## src/rtl/lsu.sv

```systemverilog
// Load/store unit: single-outstanding master of the byte-addressed data memory.
// Optional macro LSU_MISALIGN_TRAP_EN turns misaligned half/word accesses into faults.
module lsu #(
  parameter int unsigned MEM_BYTES = 1376
) (
  input  logic        clk,
  input  logic        rst,
  input  logic        req_valid,
  output logic        req_ready,
  input  logic        req_we,
  input  logic [1:0]  req_size,
  input  logic        req_signed,
  input  logic [31:0] req_addr,
  input  logic [31:0] req_wdata,
  output logic        rsp_valid,
  output logic [31:0] rsp_rdata,
  output logic        rsp_fault,
  output logic [31:0] mem_raddr,
  output logic [31:0] mem_waddr,
  output logic [31:0] mem_wdata,
  output logic        mem_memwr,
  input  logic [31:0] mem_rdata
);

  localparam int unsigned AddrW = 32;

  typedef enum logic [1:0] {IDLE, RD, WR, RSP} state_t;

  state_t           state_q;
  logic             we_q;
  logic             signed_q;
  logic [1:0]       size_q;
  logic [AddrW-1:0] addr_q;
  logic [31:0]      wdata_q;
  logic             rsp_valid_q;
  logic             rsp_fault_q;
  logic [31:0]      rsp_rdata_q;
  logic [AddrW-1:0] mem_raddr_q;
  logic [AddrW-1:0] mem_waddr_q;
  logic [31:0]      mem_wdata_q;
  logic             mem_memwr_q;

  logic             fault_c;
  logic [31:0]      load_c;
  logic [31:0]      merge_c;

  // Acceptance-time rejection; the memory always touches 4 bytes, so bound on addr+4.
  always_comb begin
    fault_c = (req_size == 2'b11) ||
              (({1'b0, req_addr} + 33'd4) > 33'(MEM_BYTES));
`ifdef LSU_MISALIGN_TRAP_EN
    if ((req_size == 2'b01) && req_addr[0])
      fault_c = 1'b1;
    if ((req_size == 2'b10) && (req_addr[1:0] != 2'b00))
      fault_c = 1'b1;
`endif
  end

  always_comb begin
    case (size_q)
      2'b00:   load_c = {{24{signed_q & mem_rdata[7]}}, mem_rdata[7:0]};
      2'b01:   load_c = {{16{signed_q & mem_rdata[15]}}, mem_rdata[15:0]};
      default: load_c = mem_rdata;
    endcase
    if (size_q == 2'b00)
      merge_c = {mem_rdata[31:8], wdata_q[7:0]};
    else
      merge_c = {mem_rdata[31:16], wdata_q[15:0]};
  end

  // Request sequencer; memory-side outputs hold outside RD/WR except the write strobe.
  always_ff @(posedge clk) begin
    if (rst) begin
      state_q     <= IDLE;
      we_q        <= 1'b0;
      signed_q    <= 1'b0;
      size_q      <= 2'b00;
      addr_q      <= '0;
      wdata_q     <= '0;
      rsp_valid_q <= 1'b0;
      rsp_fault_q <= 1'b0;
      rsp_rdata_q <= '0;
      mem_raddr_q <= '0;
      mem_waddr_q <= '0;
      mem_wdata_q <= '0;
      mem_memwr_q <= 1'b0;
    end else begin
      rsp_valid_q <= 1'b0;
      rsp_fault_q <= 1'b0;
      mem_memwr_q <= 1'b0;
      case (state_q)
        IDLE: begin
          if (req_valid) begin
            we_q     <= req_we;
            signed_q <= req_signed;
            size_q   <= req_size;
            addr_q   <= req_addr;
            wdata_q  <= req_wdata;
            if (fault_c) begin
              state_q     <= RSP;
              rsp_valid_q <= 1'b1;
              rsp_fault_q <= 1'b1;
              rsp_rdata_q <= '0;
            end else if (req_we && (req_size == 2'b10)) begin
              state_q     <= WR;
              mem_memwr_q <= 1'b1;
              mem_waddr_q <= req_addr;
              mem_wdata_q <= req_wdata;
            end else begin
              state_q     <= RD;
              mem_raddr_q <= req_addr;
            end
          end
        end
        RD: begin
          if (we_q) begin
            state_q     <= WR;
            mem_memwr_q <= 1'b1;
            mem_waddr_q <= addr_q;
            mem_wdata_q <= merge_c;
          end else begin
            state_q     <= RSP;
            rsp_valid_q <= 1'b1;
            rsp_rdata_q <= load_c;
          end
        end
        WR: begin
          state_q     <= RSP;
          rsp_valid_q <= 1'b1;
          rsp_rdata_q <= '0;
        end
        default: state_q <= IDLE;
      endcase
    end
  end

  assign req_ready = (state_q == IDLE) && !rst;
  assign rsp_valid = rsp_valid_q;
  assign rsp_fault = rsp_fault_q;
  assign rsp_rdata = rsp_rdata_q;
  assign mem_raddr = mem_raddr_q;
  assign mem_waddr = mem_waddr_q;
  assign mem_wdata = mem_wdata_q;
  assign mem_memwr = mem_memwr_q;

endmodule

```

## config.mk

```make
export PLATFORM = sky130hd
export DESIGN_NAME = lsu
export DESIGN_NICKNAME = d
export VERILOG_FILES = /design/src/rtl/lsu.sv
export SDC_FILE = /design/constraint.sdc
export NUM_CORES = 1
export LEC_CHECK = 0
export BUFFER_PORTS_ARGS = -buffer_cell sky130_fd_sc_hd__buf_4
export CORE_MARGIN = 3
export CORE_UTILIZATION = 40
export CTS_CLUSTER_SIZE = 25
export DETAILED_ROUTE_END_ITERATION = 8
export GPL_ROUTABILITY_DRIVEN = 0
export GPL_TIMING_DRIVEN = 0
export MAX_ROUTING_LAYER = met4
export SYNTH_ARGS = -nofsm -noshare
export SYNTH_HDL_FRONTEND = slang
export SYNTH_SLANG_ARGS = --single-unit
```

## constraint.sdc

```tcl
create_clock -name clk -period 6.6 [get_ports clk]
set_clock_uncertainty 0.1 [all_clocks]
set_input_delay 1.32 -clock clk [delete_from_list [all_inputs] [get_ports clk]]
set_output_delay 1.32 -clock clk [all_outputs]
set_load 0.1 [all_outputs]
```

==> results of run 1 <==
-- layer usage --
metal	GRT usage	wire [um]	vias to the layer above
met5	-	0	-
met4	0.0911	976	0
met3	0.0464	2690	59
met2	0.389	15600	384
met1	0.349	15500	4891
li1	-	-	4861
-- layout by cell type (no fill, tap or decap), types with 3 or more instances in the layout --
cell type	Yosys	routed
sky130_fd_sc_hd__buf_4	1	229
sky130_fd_sc_hd__and2_1	25	25
sky130_fd_sc_hd__inv_1	44	44
sky130_fd_sc_hd__dfxtp_1	185	185
sky130_fd_sc_hd__o311ai_1	3	3
sky130_fd_sc_hd__clkinvlp_4	0	3
sky130_fd_sc_hd__o21ai_0	79	79
sky130_fd_sc_hd__xor2_1	3	3
sky130_fd_sc_hd__ha_1	4	4
sky130_fd_sc_hd__nand2_1	135	135
sky130_fd_sc_hd__o32ai_2	9	9
sky130_fd_sc_hd__nor2_1	69	69
sky130_fd_sc_hd__clkinv_4	0	3
sky130_fd_sc_hd__buf_6	11	11
sky130_fd_sc_hd__buf_2	3	3
sky130_fd_sc_hd__clkbuf_1	100	102
sky130_fd_sc_hd__and3_1	3	3
sky130_fd_sc_hd__o311ai_0	5	5
sky130_fd_sc_hd__buf_1	6	6
sky130_fd_sc_hd__nand4_1	9	9
sky130_fd_sc_hd__o32ai_1	8	8
sky130_fd_sc_hd__or4_1	65	65
sky130_fd_sc_hd__mux2i_1	75	75
sky130_fd_sc_hd__nor2b_1	4	4
sky130_fd_sc_hd__clkbuf_16	0	17
sky130_fd_sc_hd__nor3_1	6	6
sky130_fd_sc_hd__nand2b_1	82	82
sky130_fd_sc_hd__nand3_1	83	83
sky130_fd_sc_hd__a211o_1	17	17
sky130_fd_sc_hd__a21oi_1	77	77
sky130_fd_sc_hd__o32a_1	64	64
sky130_fd_sc_hd__or2_2	4	4
-- worst max-delay path: stages --
cell and delay, ns:
sky130_fd_sc_hd__buf_4 0.08, sky130_fd_sc_hd__clkbuf_1 0.54, sky130_fd_sc_hd__clkbuf_1 0.42, sky130_fd_sc_hd__nor2b_1 0.15, sky130_fd_sc_hd__buf_4 0.27
-- where the power goes --
| part | switching [uW] | leakage (uW) | internal [uW] |
|---|---|---|---|
| combinational | 1610 | 0.00325 | 561 |
| sequential | 92.5 | 0.00150 | 1280 |
| clock | 477 | 0.000282 | 586 |
| total | 2180 | 0.00503 | 2430 |
-- cells by family (layout without fill, tap and decap cells) --
group | after synthesis | after routing | synth area share
AO/OA/AOI/OAI | 278 | 278 | 0.202
XOR/XNOR | 4 | 4 | 0.00353
adder cells (fa/ha/maj) | 4 | 4 | 0.00504
buffers and inverters | 166 | 426 | 0.0720
flip-flops | 185 | 185 | 0.373
multiplexers | 75 | 75 | 0.0756
other | 0 | 1 | 0
AND/OR/NAND/NOR | 501 | 501 | 0.269
-- cell type report --
cell class	count	area [sq um]	area share
Sequential cell	185	3700	0.293
Clock buffer	21	460	0.0364
Timing Repair Buffer	228	1710	0.135
Buffer	122	549	0.0434
Antenna cell	1	2.50	0.000198
Inverter	44	165	0.0131
Clock inverter	11	138	0.0109
Tap cell	324	405	0.0321
Multi-Input combinational cell	862	5510	0.436
-- worst min path at each step --
stage	start	end	depth (start not counted)
detailed placement	mem_raddr[11]$_SDFFE_PP0P_	mem_raddr[11]$_SDFFE_PP0P_	1
CTS	addr_q[0]$_SDFFE_PP0P_	addr_q[0]$_SDFFE_PP0P_	2
global placement	wdata_q[2]$_SDFFE_PP0P_	wdata_q[2]$_SDFFE_PP0P_	2
global route	addr_q[0]$_SDFFE_PP0P_	addr_q[0]$_SDFFE_PP0P_	2
finish	wdata_q[6]$_SDFFE_PP0P_	wdata_q[6]$_SDFFE_PP0P_	2
floorplan	addr_q[0]$_SDFFE_PP0P_	addr_q[0]$_SDFFE_PP0P_	2
-- registers in the layout (all words and copies together) (netlist names) --
register   flops
size_q         2
rsp_rdata     32
mem_raddr     32
wdata_q       16
addr_q        32
signed_q       1
state_q        2
mem_memwr      1
mem_wdata     32
rsp_valid      1
rsp_fault      1
mem_waddr     32
we_q           1
-- per-stage QoR --
stage	total power [uW]	util	cells	worst slack [ns]	instance area [sq um]
6_report	4610	0.519	1798	2.39	12600
3_3_place_gp	3540	0.494	1765	2.19	12000
2_1_floorplan	2990	-	1213	2.11	9930
4_1_cts	4610	0.518	1797	2.38	12600
5_1_grt	4810	0.519	1798	2.26	12600
3_5_place_dp	3550	0.494	1765	2.21	12000
==> summary.txt, run 1 <==
run status: completed
minimum hold slack: 0.356 ns
Chip Width: 164 um
clock tree from TritonCTS: built
site row count: 57
maximum number of pins on one net before global-route repair: 17
Total Routed Length: 34.7 mm
portion of the post-synthesis area used by sequential elements: 0.373
most instantiated flip-flop cell in the synthesis netlist: sky130_fd_sc_hd__dfxtp_1
Vert. Die Dim: 164 um
maximum net fanout on the critical path: 10
PD cells: 364 mW/mm^2
number of max-capacitance violations reported: 0
Slew Viols, Final: 0
area of the core region: 0.0244 sq mm
cell count after synthesis: 1,213
worst setup path endpoint: req_ready
clock latency on the worst-skew pair: 0.43 ns
final hold violations: 0
cell at the root of the clock tree: sky130_fd_sc_hd__clkbuf_16
Final setup violation count: 0
total grt overflow: 0
overall global routing resource usage: 0.258
detailed placer's ending HPWL: 25.1 mm
clk slew on worst S/H paths: 0.07 ns
worst setup path startpoint: rst
kind of end point of the critical path: primary output
critical path class: in2out
count of flip-flops with a built-in enable after synthesis: 0
Mapped Avg Cell Area: 8.19 sq um
r2r setup slk: 3.47 ns
arrival time of the worst setup path: 2.79 ns
Crit Reg-Reg Endpoint: mem_waddr[18]$_SDFFE_PP0P_
Rel. slew slack: 0.460
area share of the largest cell type after synthesis: 0.373
die area: 0.0268 sq mm
startpoint types: input pin
IO Pins: 235
initial standard-cell utilization of the core: 0.407
via count of the first global-routing pass: 9,593
I/O Buffers: 228
remaining antenna violation count: 0
total iterations of the first detailed-routing run: 5
Total Neg Setup Slack: 0 ns
leak pwr: 0.00503 uW
area growth from synthesis to final layout: 27.4%
area leader, netlist: sky130_fd_sc_hd__dfxtp_1
Netlist Area Pre-Place: 0.00993 sq mm
FMAX: 0.238 GHz
fill cell instance count of the final layout: 2,442
Via-to-Cell Ratio: 5.67
warnings from Yosys: 0
initial antenna violation count: 1
Crit path required time: 5.18 ns
fin crit period: 4.21 ns
count of clock tree sinks: 185
number of synthesized register bits: 185
transition time at the pin with the least slew margin: 0.810 ns
CTS Hold Buffers Added: 0
share of synthesized registers carrying an async set or reset: 0
unrepaired setup endpoints after global routing: no
post-CTS setup buffer count: 0
Avg WL per Cell: 19.3 um
number of levels the H-tree was split into: 4
total CTS buffers: 17
biggest area contributors in the synthesized netlist: sky130_fd_sc_hd__dfxtp_1 37%, sky130_fd_sc_hd__mux2i_1 7.6%, sky130_fd_sc_hd__o32a_1 6.5%
count of cells resized by post-cts repair: 0
most repeated cell in the gate-level netlist after synthesis: sky130_fd_sc_hd__dfxtp_1
Synth top cells by count: 185 x sky130_fd_sc_hd__dfxtp_1, 135 x sky130_fd_sc_hd__nand2_1, 100 x sky130_fd_sc_hd__clkbuf_1
synthesized netlist net count: 1,320
initial detailed-routing violation count: 908
startpoint of the worst-slack reg-to-reg timing path: state_q[0]$_SDFFE_PP0N_
via count: 10,200
peak supply drop: 0.183 mV
synth unique cells: 60
total DRC errors in the routed layout: 0
share of cells above drive strength 1: 0.203
number of nets in the final layout: 1,567
first-pass GRT wire length: 53.5 mm
fraction of the cycle the final worst path needs: 0.638
r2r worst-path depth: 10
min-delay worst type: reg2reg
Max Root-Sink Buffers: 2
Power figures use the tool's default switching activity.
==> run 2, diff against run 1 <==
clock period = 3.4 ns   (was 6.6 ns; I/O delays follow)
==> run 2 against run 1 <==
  * Clock power increased by 95%
  * Utilization about the same
  * First-iteration DRC count shrank 0.22%
  * Critical endpoint is now mem_waddr[18]$_SDFFE_PP0P_
  * Largest power group unchanged
  * Sequential cell count stayed put
  * Total power grew 94%
  * Die area unchanged
==> summary.txt, run 2 (synthesis results as in run 1) <==
run status: completed
final core utilization: 0.519
transition time at the pin with the least slew margin: 0.797 ns
min-delay worst type: reg2reg
site row count: 57
initial standard-cell utilization of the core: 0.407
startpoint of the worst-slack reg-to-reg timing path: state_q[1]$_SDFFE_PP0N_
Rel. slew slack: 0.468
leading cell type in the layout, fill and taps excluded: sky130_fd_sc_hd__buf_4
clk slew on worst S/H paths: 0.07 ns
top library cells by usage in the layout, fill and taps aside: 229 x sky130_fd_sc_hd__buf_4, 185 x sky130_fd_sc_hd__dfxtp_1, 135 x sky130_fd_sc_hd__nand2_1
Avg WL per Cell: 19.3 um
peak supply drop: 0.356 mV
share of cells above drive strength 1: 0.204
overall global routing resource usage: 0.258
Cells on Worst Hold Path: 2
number of nets in the final layout: 1,567
startpoint types: input pin
count of clock tree sinks: 185
Chip Width: 164 um
die area: 0.0268 sq mm
final hold violations: 0
placed inst area: 0.0120 sq mm
r2r setup slk: 0.46 ns
worst slack, placed: -0.350 ns
number of levels the H-tree was split into: 4
initial detailed-routing violation count: 906
I/O Buffers: 228
Crit Reg-Reg Endpoint: mem_wdata[13]$_SDFFE_PP0P_
critical path class: in2reg
maximum net fanout on the critical path: 10
FMAX: 0.312 GHz
hold path startpoint: wdata_q[6]$_SDFFE_PP0P_
final worst-path setup slack: 0.197 ns
via count of the first global-routing pass: 9,593
PD cells: 707 mW/mm^2
CTS Hold Buffers Added: 0
first-pass GRT wire length: 53.5 mm
fraction of the cycle the final worst path needs: 0.942
r2r worst-path depth: 7
Total Routed Length: 34.7 mm
via count: 10,200
total CTS buffers: 17
cell at the root of the clock tree: sky130_fd_sc_hd__clkbuf_16
remaining antenna violation count: 0
clock latency on the worst-skew pair: 0.44 ns
unrepaired setup endpoints after global routing: no
area of the core region: 0.0244 sq mm
clock tree from TritonCTS: built
Final setup violation count: 0
maximum number of pins on one net before global-route repair: 17
area growth from synthesis to final layout: 27.4%
leak pwr: 0.00503 uW
area of all placed cells without fillers: 0.0126 sq mm
Crit path required time: 3.68 ns
total DRC errors in the routed layout: 0
total grt overflow: 0
fin crit period: 3.20 ns
Via-to-Cell Ratio: 5.67
endpoint of the worst hold path: wdata_q[6]$_SDFFE_PP0P_
Vert. Die Dim: 164 um
initial antenna violation count: 1
arrival time of the worst setup path: 3.49 ns
total power: 8950 uW
IO Pins: 235
Max Root-Sink Buffers: 2
number of max-capacitance violations reported: 0
kind of end point of the critical path: flip-flop
total iterations of the first detailed-routing run: 6
detailed placer's ending HPWL: 25.1 mm
Slew Viols, Final: 0
-- run 2: cell counts in the layout (fill, tap and decap cells not counted) --
Identical to the previous run, type by type.
-- run 2: repair_timing --
item                       CTS  global route
setup buffers                0             0
gates resized for setup      0             2
setup endpoints to repair    0            40
-- run 2: power breakdown --
part	internal [uW]	switching, uW	total (uW)
clock	1140	928	2070
sequential	2490	180	2670
combinational	1090	3120	4210
-- run 2: worst max-delay path by stage --
stage | endpoint | from | cells after the start
floorplan | req_ready | rst | 3
global placement | mem_waddr[14]$_SDFFE_PP0P_ | req_addr[14] | 11
detailed placement | mem_waddr[16]$_SDFFE_PP0P_ | req_addr[14] | 11
CTS | mem_waddr[14]$_SDFFE_PP0P_ | req_addr[14] | 11
global route | mem_waddr[26]$_SDFFE_PP0P_ | req_addr[14] | 11
finish | mem_waddr[18]$_SDFFE_PP0P_ | req_addr[14] | 11
-- run 2: final cells by class --
class,count,area [sq um]
Fill cell,2441,11700
Multi-Input combinational cell,862,5510
Sequential cell,185,3700
Timing Repair Buffer,228,1710
Buffer,122,551
Clock buffer,21,460
Tap cell,324,405
Inverter,44,165
Clock inverter,11,138
Antenna cell,1,2.50
-- run 2: critical path, cell delays in order --
cell	delay [ns]
sky130_fd_sc_hd__buf_2	0.16
sky130_fd_sc_hd__nand3_1	0.11
sky130_fd_sc_hd__nor3_1	0.48
sky130_fd_sc_hd__o32ai_1	0.18
sky130_fd_sc_hd__a41o_1	0.29
sky130_fd_sc_hd__nand4_1	0.24
sky130_fd_sc_hd__clkbuf_2	0.31
sky130_fd_sc_hd__buf_2	0.38
sky130_fd_sc_hd__clkbuf_1	0.40
sky130_fd_sc_hd__o21ai_0	0.15
sky130_fd_sc_hd__nand3_1	0.10
-- run 2: metrics by stage --
step	instances	hold slack, ns	setup TNS [ns]
detailed placement	1765	0.346	-13.19
global placement	1765	0.342	-14.82
global route	1798	0.370	0
CTS	1797	0.357	0
floorplan	1213	0.336	0
finish	1798	0.356	0
-- run 2: routing by layer --
metal | share of wire | GRT usage | vias to the layer above
met5 | 0 | - | -
met4 | 0.028 | 0.0911 | 0
met3 | 0.074 | 0.0464 | 59
met2 | 0.45 | 0.389 | 378
met1 | 0.45 | 0.349 | 4894
li1 | - | - | 4856
